File: src/rtl/ram_pkg.sv
// Shared types for the PUF capture RAM and its sequencer.
package ram_pkg;
  localparam int RAM_ADDR_WIDTH = 6;
  localparam int RAM_DATA_WIDTH = 8;

  typedef logic [RAM_ADDR_WIDTH-1:0] ram_addr_t;
  typedef logic [RAM_DATA_WIDTH-1:0] ram_data_t;
endpackage

File: src/rtl/ram_sp_64x8.sv
// Single-port 64x8 synchronous RAM, registered output, write-through on
// read-during-write, synchronous active-low reset of the output only.
module ram_sp_64x8
  import ram_pkg::*;
#(
  parameter int ADDR_WIDTH = RAM_ADDR_WIDTH,
  parameter int DATA_WIDTH = RAM_DATA_WIDTH,
  parameter int DEPTH      = 2**ADDR_WIDTH
) (
  input  logic                  clock,
  input  logic                  rst,
  input  logic [ADDR_WIDTH-1:0] address,
  input  logic [DATA_WIDTH-1:0] data,
  input  logic                  wren,
  output logic [DATA_WIDTH-1:0] q
);

  // No reset on the array: contents must survive reset for PUF capture.
  logic [DATA_WIDTH-1:0] mem [0:DEPTH-1];
  logic [DATA_WIDTH-1:0] r_q;
  logic                  w_we;

  assign w_we = rst & wren;

  always_ff @(posedge clock) begin
    if (w_we) mem[address] <= data;
  end

  always_ff @(posedge clock) begin
    if (!rst)      r_q <= '0;
    else if (wren) r_q <= data;
    else           r_q <= mem[address];
  end

  assign q = r_q;

endmodule

File: config.mk
export PLATFORM = sky130hd
export DESIGN_NAME = ram_sp_64x8
export DESIGN_NICKNAME = d
export VERILOG_FILES = /design/src/rtl/ram_pkg.sv /design/src/rtl/ram_sp_64x8.sv
export SDC_FILE = /design/constraint.sdc
export NUM_CORES = 1
export LEC_CHECK = 0
export BUFFER_PORTS_ARGS = -buffer_cell sky130_fd_sc_hd__buf_2
export CELL_PAD_IN_SITES_DETAIL_PLACEMENT = 1
export CELL_PAD_IN_SITES_GLOBAL_PLACEMENT = 1
export CORE_MARGIN = 4
export CORE_UTILIZATION = 40
export DETAILED_ROUTE_END_ITERATION = 8
export GPL_TIMING_DRIVEN = 0
export PLACE_DENSITY = 0.58
export SLEW_MARGIN = 30
export SYNTH_ARGS = -nofsm -noshare
export SYNTH_HDL_FRONTEND = slang
export SYNTH_SLANG_ARGS = --single-unit
export TNS_END_PERCENT = 1
File: constraint.sdc
create_clock -name clock -period 2.1 [get_ports clock]
set_input_delay 0 -clock clock [delete_from_list [all_inputs] [get_ports clock]]
set_output_delay 0 -clock clock [all_outputs]
set_load 0.005 [all_outputs]
After elaboration in Yosys (flattened, before gate mapping)

Memories as Yosys holds them, arrays and structs flattened. A register that Yosys moved wholly into a read port is not among the register bits.
Index checks and enable logic that the tools add are counted.

Register bits: 0
Latch bits: 0
RAM bits: 512
ROM bits: 0
Bits of input ports: 17
Output and inout bits: 8
Word-level logic and storage cells: 5
Memories kept: 1

Memory list:

| memory | depth | bits a word | read ports | clocked after memory_dff | write ports | RTL line          | text |
|---|---|---|---|---|---|---|---|
| mem    | 64    | 8           | 1          | 1                        | 1           | ram_sp_64x8.sv:19 | `logic [DATA_WIDTH-1:0] mem [0:DEPTH-1];` |

$add $sub $neg: 0
Multipliers: 0
Divide/modulo/power cells: 0
Magnitude comparators: 0
Equality and inequality tests: 0
Shift operators: 0
Mux-type cells: 2
Bitwise logic cells: 1
Reduce and logical (&&, ||, !) cells: 1

Operators with widths:

| cell              | count |
|---|---|
| 1-bit two-way mux | 2 |
| 1-bit AND         | 1 |
| 1-bit zero test   | 1 |

Depth between registers and ports, before layout

Gate-level depths: netlist (run 1).

Depth after elaboration: 3
Depth in mapped cells: 10
Depth with buffers taken out: 6

Worst setup path before layout (run 1)

No wires, ideal clock.

Path kind: input -> register
From: input address[2]
To: memory mem[10][0] in the netlist's numbering (enable)
Library setup time: 0.370 ns
Arrival time: 1.591 ns
Required time: 1.730 ns
Slack: 0.139 ns
Stages: 8
Path buffers: 5
Cells stage by stage: buf_6 > buf_4 > buf_2 > buf_4 > buf_2 > nor2_1 > nand2_1 > nor2_1

RTL lines:

| element         | RTL line          | text |
|---|---|---|
| start, declared | ram_sp_64x8.sv:12 | `input logic [ADDR_WIDTH-1:0] address,` |
| end, declared   | ram_sp_64x8.sv:19 |  |

No word-level cell before the write port.

==> results of run 1 <==
==> flip-flops by register name (all words and copies together) (netlist names) <==
name,cells
mem,512
q,8
==> layer usage <==
metal | GRT usage, % | vias to the layer above | wire length (um)
met4 | 11.12 | 0 | 3148
met2 | 41.98 | 755 | 34080
met5 | 0 | - | 0
li1 | - | 4968 | -
met3 | 5.122 | 153 | 6874
met1 | 39.69 | 6640 | 31270
==> cells in the mapped netlist (2+ instances only) <==
cell and count:
edfxtp_1 512, nor2_1 87, mux2i_1 54, a22oi_1 52, nand2_1 47, o21ai_0 43
mux2_2 41, a221oi_1 38, a21oi_1 34, buf_2 32, mux4_2 32, clkbuf_1 25
nand3_1 14, o22ai_1 13, a221o_1 11, a22o_1 10, a31oi_1 9, buf_4 9
a211oi_1 8, dfxtp_1 8, nor2b_1 8, buf_1 6, nor3_1 6, and2_1 5
nand3b_1 5, o22a_1 5, o2bb2ai_1 5, buf_6 4, nand2b_1 4, o221ai_1 4
a222oi_1 3, and3_1 3, o211ai_1 3, o311a_1 3, inv_1 2, nand4_1 2
or2_2 2
==> power breakdown <==
part | internal [mW] | leakage, nW | switching, mW
Sequential | 11.5 | 4.67 | 0.0118
Combinational | 0.422 | 2.07 | 1.14
Clock | 5.63 | 0.872 | 4.02
==> worst max-delay path, stage by stage <==
cell and delay (ps):
buf_2 120, buf_6 160, nor2_4 410, buf_2 480, buf_4 410, a22oi_1 140, o21ai_0 450, a211oi_2 160
a41oi_2 310
==> stage by stage <==
| stage | setup TNS, ps | power (mW) | utilization [%] | hold WS, ps | instances |
|---|---|---|---|---|---|
| 6_report | -1060 | 22.67 | 47.96 | -8.103 | 1982 |
| 5_1_grt | -57.16 | 23.26 | 47.96 | 3.151 | 1981 |
| 4_1_cts | -78.21 | 22.70 | 47.73 | 1.562 | 1979 |
| 3_5_place_dp | -729060 | 13.08 | 42.57 | 378.7 | 1870 |
| 3_3_place_gp | -836890 | 13.06 | 42.43 | 377.1 | 1869 |
| 2_1_floorplan | 0 | 12.29 | - | 98.87 | 1174 |
==> timing repair <==
item	in CTS	in global routing
resized for setup	208	21
hold buffers	3	0
cloned	0	0
pin swaps	7	10
hold endpoints to repair	16	0
setup endpoints to repair	520	71
buffers inserted	6	1
==> cells by family after synthesis <==
group | synth area share, %
buffers and inverters | 1.984
DFF | 76.25
AOI/OAI and AO/OA | 9.120
muxes | 8.530
and+or+nand+nor | 4.115
==> how the worst max path moves through the flow <==
stage                                     from  depth (start not counted)  slack, ps                    to
after floorplan                     address[2]                          8        140  mem[10][0]$_DFFE_PP_
after global placement              address[1]                          7      -2260  mem[36][6]$_DFFE_PP_
after CTS                 mem[36][0]$_DFFE_PP_                          6        -40       q[0]$_SDFF_PN0_
final                               address[1]                          9        -90       q[2]$_SDFF_PN0_
after detailed placement            address[1]                          7      -1730  mem[12][6]$_DFFE_PP_
after global routing      mem[36][0]$_DFFE_PP_                          6        -30       q[0]$_SDFF_PN0_
==> final cells by class <==
cell class	instances	area, sq um	area share, %
tap	672	840.8	3.487
buffer	75	545.5	2.262
antenna	1	2.502	0.01038
sequential	520	15530	64.43
multi-input combinational	574	5117	21.22
clock buffer	80	1603	6.647
inverter	4	20.02	0.08303
timing repair buffer	35	269.0	1.116
clock inverter	21	178.9	0.7420
==> run metrics, run 1 <==
Min Hold Slack -8.103 ps; CTS Buf Count 55; syn avg cell area 17.35 sq um; worst hold path endpoint mem[26][0]$_DFFE_PP_; worst slack, placed -1730 ps; worst rel slew slack 27.98%; first-pass GRT wire length 103.2 mm; mapped cell area 20370 sq um; Max VDD drop 0.6565 mV; layout cell share with drive strength beyond 1 27.50%; Post-synth EDFFs 512; pin count of the biggest net entering global routing 66; Ys Warns 0; minimum clock period 2192 ps; vias per cell 6.315; most common cell after layout, fill and taps aside edfxtp_1; Slew @ Worst Pin 1080 ps; Worst R2R Setup Slack 10 ps; synthesized flop and latch total 520; top post-synthesis cells by area edfxtp_1 (75%), mux4_2 (3.5%), mux2i_1 (2.7%); highest-count cells in the layout ignoring fill and taps edfxtp_1 (512), nor2_4 (65), clkbuf_16 (57), a22oi_1 (51), mux2i_1 (48); failing checks hold timing, setup timing; Tcrit/Tclk final 104.4%; Die Ht 233.7 um; share of the synthesized area in the top cell type 75.47%; Die Width 233.7 um; Hold Path Depth 1; Fin. Hold Viols 4; DRC 0; Row Count 82; Worst Setup End Kind register; CTS tree yes; r2r worst-path depth 5; Critical Path Fanout Max 10; antenna-violating nets left 0; Crit Reg-Reg Endpoint q[6]$_SDFF_PN0_; Worst-path clk slew 60 ps; leakage power 7.611 nW; Routed WL per cell 38.02 um; Nets 1282; post-synth cell types 62; port bufs 23; fin. max-slew vios 0; hold path startpoint data[0]; CTS sink cnt 520; number of global-route vias before repair 12.49k; Filler cells 4724; worst clock skew 25.50 ps; Cells after Synth 1174; final setup vio count 59; worst skew pair latency 610 ps; all-layer global routing usage 27.68%; critical path arrival 2680 ps; Core Box Area 50270 sq um; hold crit path type input pin to register; Worst EP required 2590 ps; RSZ-0062 raised after global routing true; fin area 24110 sq um; sequential-to-total area share from yosys stat 76.25%; DP HPWL 46.26 mm; clock root buffer clkbuf_16; I/O pin count 25; initial antenna violation count 3; Max Clock Freq 0.4561 GHz; Die ar. 54610 sq um; Mapped Nets 1191; initial DRC count 1827; crit start category input pin; area grow syn2layout 18.35%; via count 12.52k; Power Density 940.4 nW/um^2; status complete, but fails checks; global route total overflow 0; Initial Util 40.53%; async set-reset flop share out of synthesis 0%; H-tree levels 2; max-cap check violation count 0; worst reg2reg path startpoint mem[15][6]$_DFFE_PP_; First-pass DRT Iterations 5; Synth Flop Type edfxtp_1; final RePlAce weighted congestion 0.9590; Max clock buf depth 3; Final WS setup -92.28 ps; critical path class input pin to register; Synth area leader edfxtp_1; final WL 75.37 mm; Placed Area 21400 sq um
Power figures use the tool's default switching activity.
==> inputs of run 2 (changes only) <==
CORE_UTILIZATION = 54   (was 40)
PLACE_DENSITY = 0.75   (was 0.58)
SKIP_CTS_REPAIR_TIMING = 1   (was not set)
==> run 2 against run 1 <==
The flow still finishes with violations (hold timing, setup timing). First-iteration DRC count rose by 20%. Sequential cell count stayed put. Clock-buffer cell count fell by 19. Register-to-register slack got worse by 210 ps. Critical path depth is 1 higher. Largest cell class unchanged. Final area is 2.3% lower. Power fell by 1.8%. Highest routed layer unchanged. Maximum frequency fell by 9.8%. Core utilization rose by 16 points. Die area down 25%. Combinational power fell by 4%. Clock power is 3.5% lower.
==> run metrics, run 2 (synthesized netlist as in run 1, its figures left out) <==
status complete, but fails checks (unchanged); failing checks hold timing, setup timing (unchanged); Critical Path Fanout Max 10 (unchanged); Max VDD drop 0.9167 mV (was 0.6565 mV); minimum clock period 2430 ps (was 2192 ps); clock root buffer clkbuf_16 (unchanged); worst slack, placed -1536 ps (was -1730 ps); Die ar. 40900 sq um (was 54610 sq um); Placed Area 21150 sq um (was 21400 sq um); Worst path slowest cell nor2_2 (was buf_2); Slew @ Worst Pin 1191 ps (was 1080 ps); Min Hold Slack -13.11 ps (was -8.103 ps); CP dominant cell by count buf_2 (unchanged); port bufs 23 (unchanged); number of global-route vias before repair 12.74k (was 12.49k); Routed WL per cell 39.50 um (was 38.02 um); CTS Buf Count 52 (was 55); I/O pin count 25 (unchanged); critical path class input pin to register (unchanged); worst skew pair latency 610 ps (about the same); initial antenna violation count 0 (was 3); max reg flops 512 (unchanged); Final WS setup -329.7 ps (was -92.28 ps); pin count of the biggest net entering global routing 66 (unchanged); CTS tree yes (unchanged); global routing's busiest layer met2 (unchanged); worst clock skew 28.12 ps (was 25.50 ps); Max Clock Freq 0.4116 GHz (was 0.4561 GHz); fin area 23570 sq um (was 24110 sq um); final WL 71.38 mm (was 75.37 mm); fin. max-slew vios 0 (unchanged); Filler cells 3115 (was 4724); area grow syn2layout 15.67% (was 18.35%); Fin. Hold Viols 6 (was 4); Tcrit/Tclk final 115.7% (was 104.4%); CTS sink cnt 520 (unchanged); worst rel slew slack 20.62% (was 27.98%); GRT met1 Usage 46.77% (was 39.69%); crit-path cells buf_2 > buf_6 > buf_4 > nor2_2 > buf_2 > a221oi_1 > nor2_1 > o21ai_0 > o211a_1 > a31oi_1 (was buf_2 > buf_6 > nor2_4 > buf_2 > buf_4 > a22oi_1 > o21ai_0 > a211oi_2 > a41oi_2); RSZ-0062 raised after global routing true (unchanged); DRC 0 (unchanged); Worst EP required 2570 ps (was 2590 ps); Placed Instances 1701 (was 1870); H-tree levels 2 (unchanged); leakage power 7.453 nW (was 7.611 nW); Max clock buf depth 3 (unchanged); first-pass GRT wire length 97.96 mm (was 103.2 mm); Power Density 944.9 nW/um^2 (was 940.4 nW/um^2); final RePlAce weighted congestion 0.9999 (was 0.9590); Row Count 70 (was 82); Post-Layout Cell Count 1807 (was 1982); Post-Route Utilization 63.91% (was 47.96%); max incr delay on CP 600 ps (was 480 ps); via count 12.78k (was 12.52k); all-layer global routing usage 34.47% (was 27.68%); critical path arrival 2890 ps (was 2680 ps); Biggest register mem (unchanged); final setup vio count 46 (was 59); Initial Util 55.25% (was 40.53%); initial DRC count 2192 (was 1827); most common cell after layout, fill and taps aside edfxtp_1 (unchanged); GR Util met3 9.947% (was 5.122%); Nets 1276 (was 1282); vias per cell 7.074 (was 6.315); layout cell share with drive strength beyond 1 24.79% (was 27.50%); highest-count cells in the layout ignoring fill and taps edfxtp_1 (512), nor2_4 (66), mux2i_1 (53), clkbuf_16 (53), a22oi_1 (52) (was edfxtp_1 (512), nor2_4 (65), clkbuf_16 (57), a22oi_1 (51), mux2i_1 (48)); Core Box Area 36870 sq um (was 50270 sq um); Worst Setup End Kind register (unchanged); Global Route met2 Usage 51.59% (was 41.98%); # diodes 0 (was 1); Worst-path clk slew 60 ps (about the same); Die Width 202.2 um (was 233.7 um); max-cap check violation count 0 (unchanged); First-pass DRT Iterations 8 (was 5); antenna-violating nets left 0 (unchanged); Die Ht 202.2 um (was 233.7 um); hold crit path type input pin to register (unchanged); global route total overflow 0 (unchanged); DP HPWL 43.57 mm (was 46.26 mm); crit start category input pin (unchanged)
run 2: through the flow:
| stage | power (mW) | TNS [ps] |
|---|---|---|
| detailed placement | 13.02 | -672720 |
| CTS | 22.14 | -346610 |
| global route | 22.76 | -2071 |
| global placement | 12.99 | -653130 |
| floorplan | 12.29 | 0 |
| finish | 22.27 | -2810 |
run 2: path summary, 6_finish.rpt:
check                                           from                    to  slack, ps  cells past startpoint
worst min register to register  mem[46][7]$_DFFE_PP_       q[7]$_SDFF_PN0_        940                      5
worst max-delay path                      address[2]       q[1]$_SDFF_PN0_       -330                     10
worst max register to register  mem[38][0]$_DFFE_PP_       q[0]$_SDFF_PN0_       -200                      6
worst min-delay path                         data[3]  mem[56][3]$_DFFE_PP_        -10                      1
run 2: final cells by class:
| type | count | area (sq um) | area share (%) |
|---|---|---|---|
| Tap cell | 504 | 630.6 | 2.676 |
| Sequential cell | 520 | 15530 | 65.92 |
| Buffer | 75 | 459.2 | 1.949 |
| Clock buffer | 61 | 1376 | 5.841 |
| Multi-Input combinational cell | 574 | 5001 | 21.22 |
| Clock inverter | 37 | 310.3 | 1.317 |
| Timing Repair Buffer | 32 | 230.2 | 0.9770 |
| Inverter | 4 | 22.52 | 0.09557 |
run 2: where the power goes:
part	internal [mW]	leakage, nW	switching (mW)
clock network	5.30	0.833	4.01
logic	0.390	1.95	1.10
registers	11.4	4.67	0.0140
total	17.1	7.45	5.13
run 2: worst max-delay path, delay by kind of cell:
family          cells  cell delay, ps
compound gates      4            1070
buf+inv             4            1030
simple gates        2             780
run 2: per-layer routing:
layer / up-vias / wire [um]
met2: 1052 / 32010
met1: 6550 / 25370
met5: - / 0
met3: 221 / 9653
li1: 4960 / -
met4: 0 / 4344
==> inputs of run 3 (changes only) <==
PLACE_DENSITY = not set   (was 0.75)
PLACE_DENSITY_LB_ADDON = 0.1   (was not set)
RECOVER_POWER = 100   (was not set)
==> run 3 against run 2 <==
The flow finishes with violations (capacitance limit, slew limit, setup timing). Core utilization fell by 0.051 points. Hold slack improved by 15 ps. Routed wire length grew 2.8%. Critical path depth shrank 1. Clock power down 1%. Sequential cell count stayed put. Clock skew decreased by 8.5 ps. Die area unchanged. Sequential power about the same. Critical path type unchanged.
==> run metrics, run 3 (synthesized netlist as in run 1, its figures left out) <==
metal2 WL 33.49 mm (was 32.01 mm); max reg flops 512 (unchanged); status complete, but fails checks (unchanged); worst clock skew 19.58 ps (was 28.12 ps); failing checks capacitance limit, slew limit, setup timing (was hold timing, setup timing); r2r worst-path depth 6 (unchanged); Worst-path clk slew 60 ps (about the same); Worst Setup End Kind register (unchanged); initial DRC count 2030 (was 2192); Die ar. 40900 sq um (unchanged); Worst R2R Setup Slack -170 ps (was -200 ps); max-cap check violation count 1 (was 0); all-layer global routing usage 35.27% (was 34.47%); clock root buffer clkbuf_16 (unchanged); Core Box Area 36870 sq um (unchanged); DRC 0 (unchanged); Fin. Hold Viols 0 (was 6); worst slack, placed -1703 ps (was -1536 ps); Max clock buf depth 3 (unchanged); fin. max-slew vios 82 (was 0); Nets 1271 (was 1276); Worst path slowest cell o21ai_0 (was nor2_2); H-tree levels 2 (unchanged); hold path startpoint data[6] (was data[3]); Placed Instances 1702 (was 1701); Power Density 942.3 nW/um^2 (was 944.9 nW/um^2); Die Width 202.2 um (unchanged); Worst EP required 2550 ps (was 2570 ps); Post-Layout Cell Count 1800 (was 1807); leakage power 7.401 nW (was 7.453 nW); port bufs 23 (unchanged); Routed WL per cell 40.76 um (was 39.50 um); area grow syn2layout 15.57% (was 15.67%); DR top layer met4 (unchanged); Hold Path Depth 1 (unchanged); minimum clock period 2367 ps (was 2430 ps); Max Clock Freq 0.4224 GHz (was 0.4116 GHz); Slew @ Worst Pin 1539 ps (was 1191 ps); global route total overflow 0 (unchanged); CP dominant cell by count clkbuf_2 (was buf_2); Tcrit/Tclk final 112.7% (was 115.7%); CTS Buf Count 52 (unchanged); I/O pin count 25 (unchanged); highest-count cells in the layout ignoring fill and taps edfxtp_1 (512), nor2_4 (66), clkbuf_16 (53), a22oi_1 (52), mux2i_1 (49) (was edfxtp_1 (512), nor2_4 (66), mux2i_1 (53), clkbuf_16 (53), a22oi_1 (52)); first-pass GRT wire length 100.3 mm (was 97.96 mm); # diodes 0 (unchanged); final RePlAce weighted congestion 0.9861 (was 0.9999); antenna-violating nets left 0 (unchanged); CTS sink cnt 520 (unchanged); via count 12.83k (was 12.78k); crit start category input pin (unchanged); met3 WL 8.659 mm (was 9.653 mm); met1 wire length 26.85 mm (was 25.37 mm); max incr delay on CP 500 ps (was 600 ps); DP HPWL 45.00 mm (was 43.57 mm); critical path arrival 2820 ps (was 2890 ps); Max VDD drop 0.8014 mV (was 0.9167 mV); critical path class input pin to register (unchanged); CTS tree yes (unchanged); final setup vio count 96 (was 46); vias per cell 7.130 (was 7.074); Min Hold Slack 2.049 ps (was -13.11 ps); Final WS setup -267.4 ps (was -329.7 ps); Row Count 70 (unchanged); most common cell after layout, fill and taps aside edfxtp_1 (unchanged); Initial Util 55.25% (unchanged); worst hold path endpoint mem[14][6]$_DFFE_PP_ (was mem[56][3]$_DFFE_PP_); layout cell share with drive strength beyond 1 25.31% (was 24.79%); worst reg2reg path startpoint mem[34][0]$_DFFE_PP_ (was mem[38][0]$_DFFE_PP_); initial antenna violation count 0 (unchanged); worst skew pair latency 600 ps (was 610 ps); worst rel slew slack -2.595% (was 20.62%); hold crit path type input pin to register (unchanged); RSZ-0062 raised after global routing true (unchanged); pin count of the biggest net entering global routing 66 (unchanged); final WL 73.36 mm (was 71.38 mm); Crit Reg-Reg Endpoint q[0]$_SDFF_PN0_ (unchanged); crit-path cells buf_2 > buf_4 > clkinvlp_4 > clkbuf_2 > clkbuf_2 > buf_6 > o21ai_0 > a2bb2oi_1 > a31oi_1 (was buf_2 > buf_6 > buf_4 > nor2_2 > buf_2 > a221oi_1 > nor2_1 > o21ai_0 > o211a_1 > a31oi_1); Critical Path Fanout Max 10 (unchanged); First-pass DRT Iterations 6 (was 8); Die Ht 202.2 um (unchanged); Biggest register mem (unchanged); number of global-route vias before repair 12.89k (was 12.74k)
## run 3: how the worst max path moves through the flow
stage / from / endpoint / depth (start not counted)
2_1_floorplan: address[2] / mem[10][0]$_DFFE_PP_ / 8
3_3_place_gp: address[1] / mem[60][0]$_DFFE_PP_ / 7
3_5_place_dp: address[1] / mem[8][3]$_DFFE_PP_ / 7
4_1_cts: address[1] / mem[8][2]$_DFFE_PP_ / 7
5_1_grt: address[0] / q[6]$_SDFF_PN0_ / 9
6_report: address[0] / q[6]$_SDFF_PN0_ / 9
## run 3: cell type report
cell class	instances	area (sq um)
buffer	75	471.7
inverter	4	22.52
fill	3127	13330
multi-input combinational	574	5062
clock buffer	72	1448
sequential	520	15530
tap	504	630.6
timing repair buffer	27	163.9
clock inverter	24	212.7
## run 3: routing by layer
layer,global-route usage [%],up-vias
met1,48.65,6579
li1,-,4959
met2,53.19,1053
met5,0,-
met4,19.08,0
met3,7.717,243
## run 3: power by group
part           switching, mW  internal, mW
Sequential            0.0140          11.5
Combinational           1.11         0.395
Clock                   3.93          5.29
Total                   5.05          17.1
## run 3: through the flow
step	util [%]	setup TNS [ps]	area (sq um)	power [mW]
3_3_place_gp	57.28	-666140	21120	12.99
2_1_floorplan	-	0	20370	12.29
6_report	63.86	-7798	23550	22.19
3_5_place_dp	57.43	-665600	21180	13.03
4_1_cts	61.93	-345720	22840	22.02
5_1_grt	63.86	-6281	23550	22.67
## run 3: worst max-delay path, delay by kind of cell
family                 cells  cell delay, ps
buffers and inverters      6            1800
AOI/OAI and AO/OA          3            1010
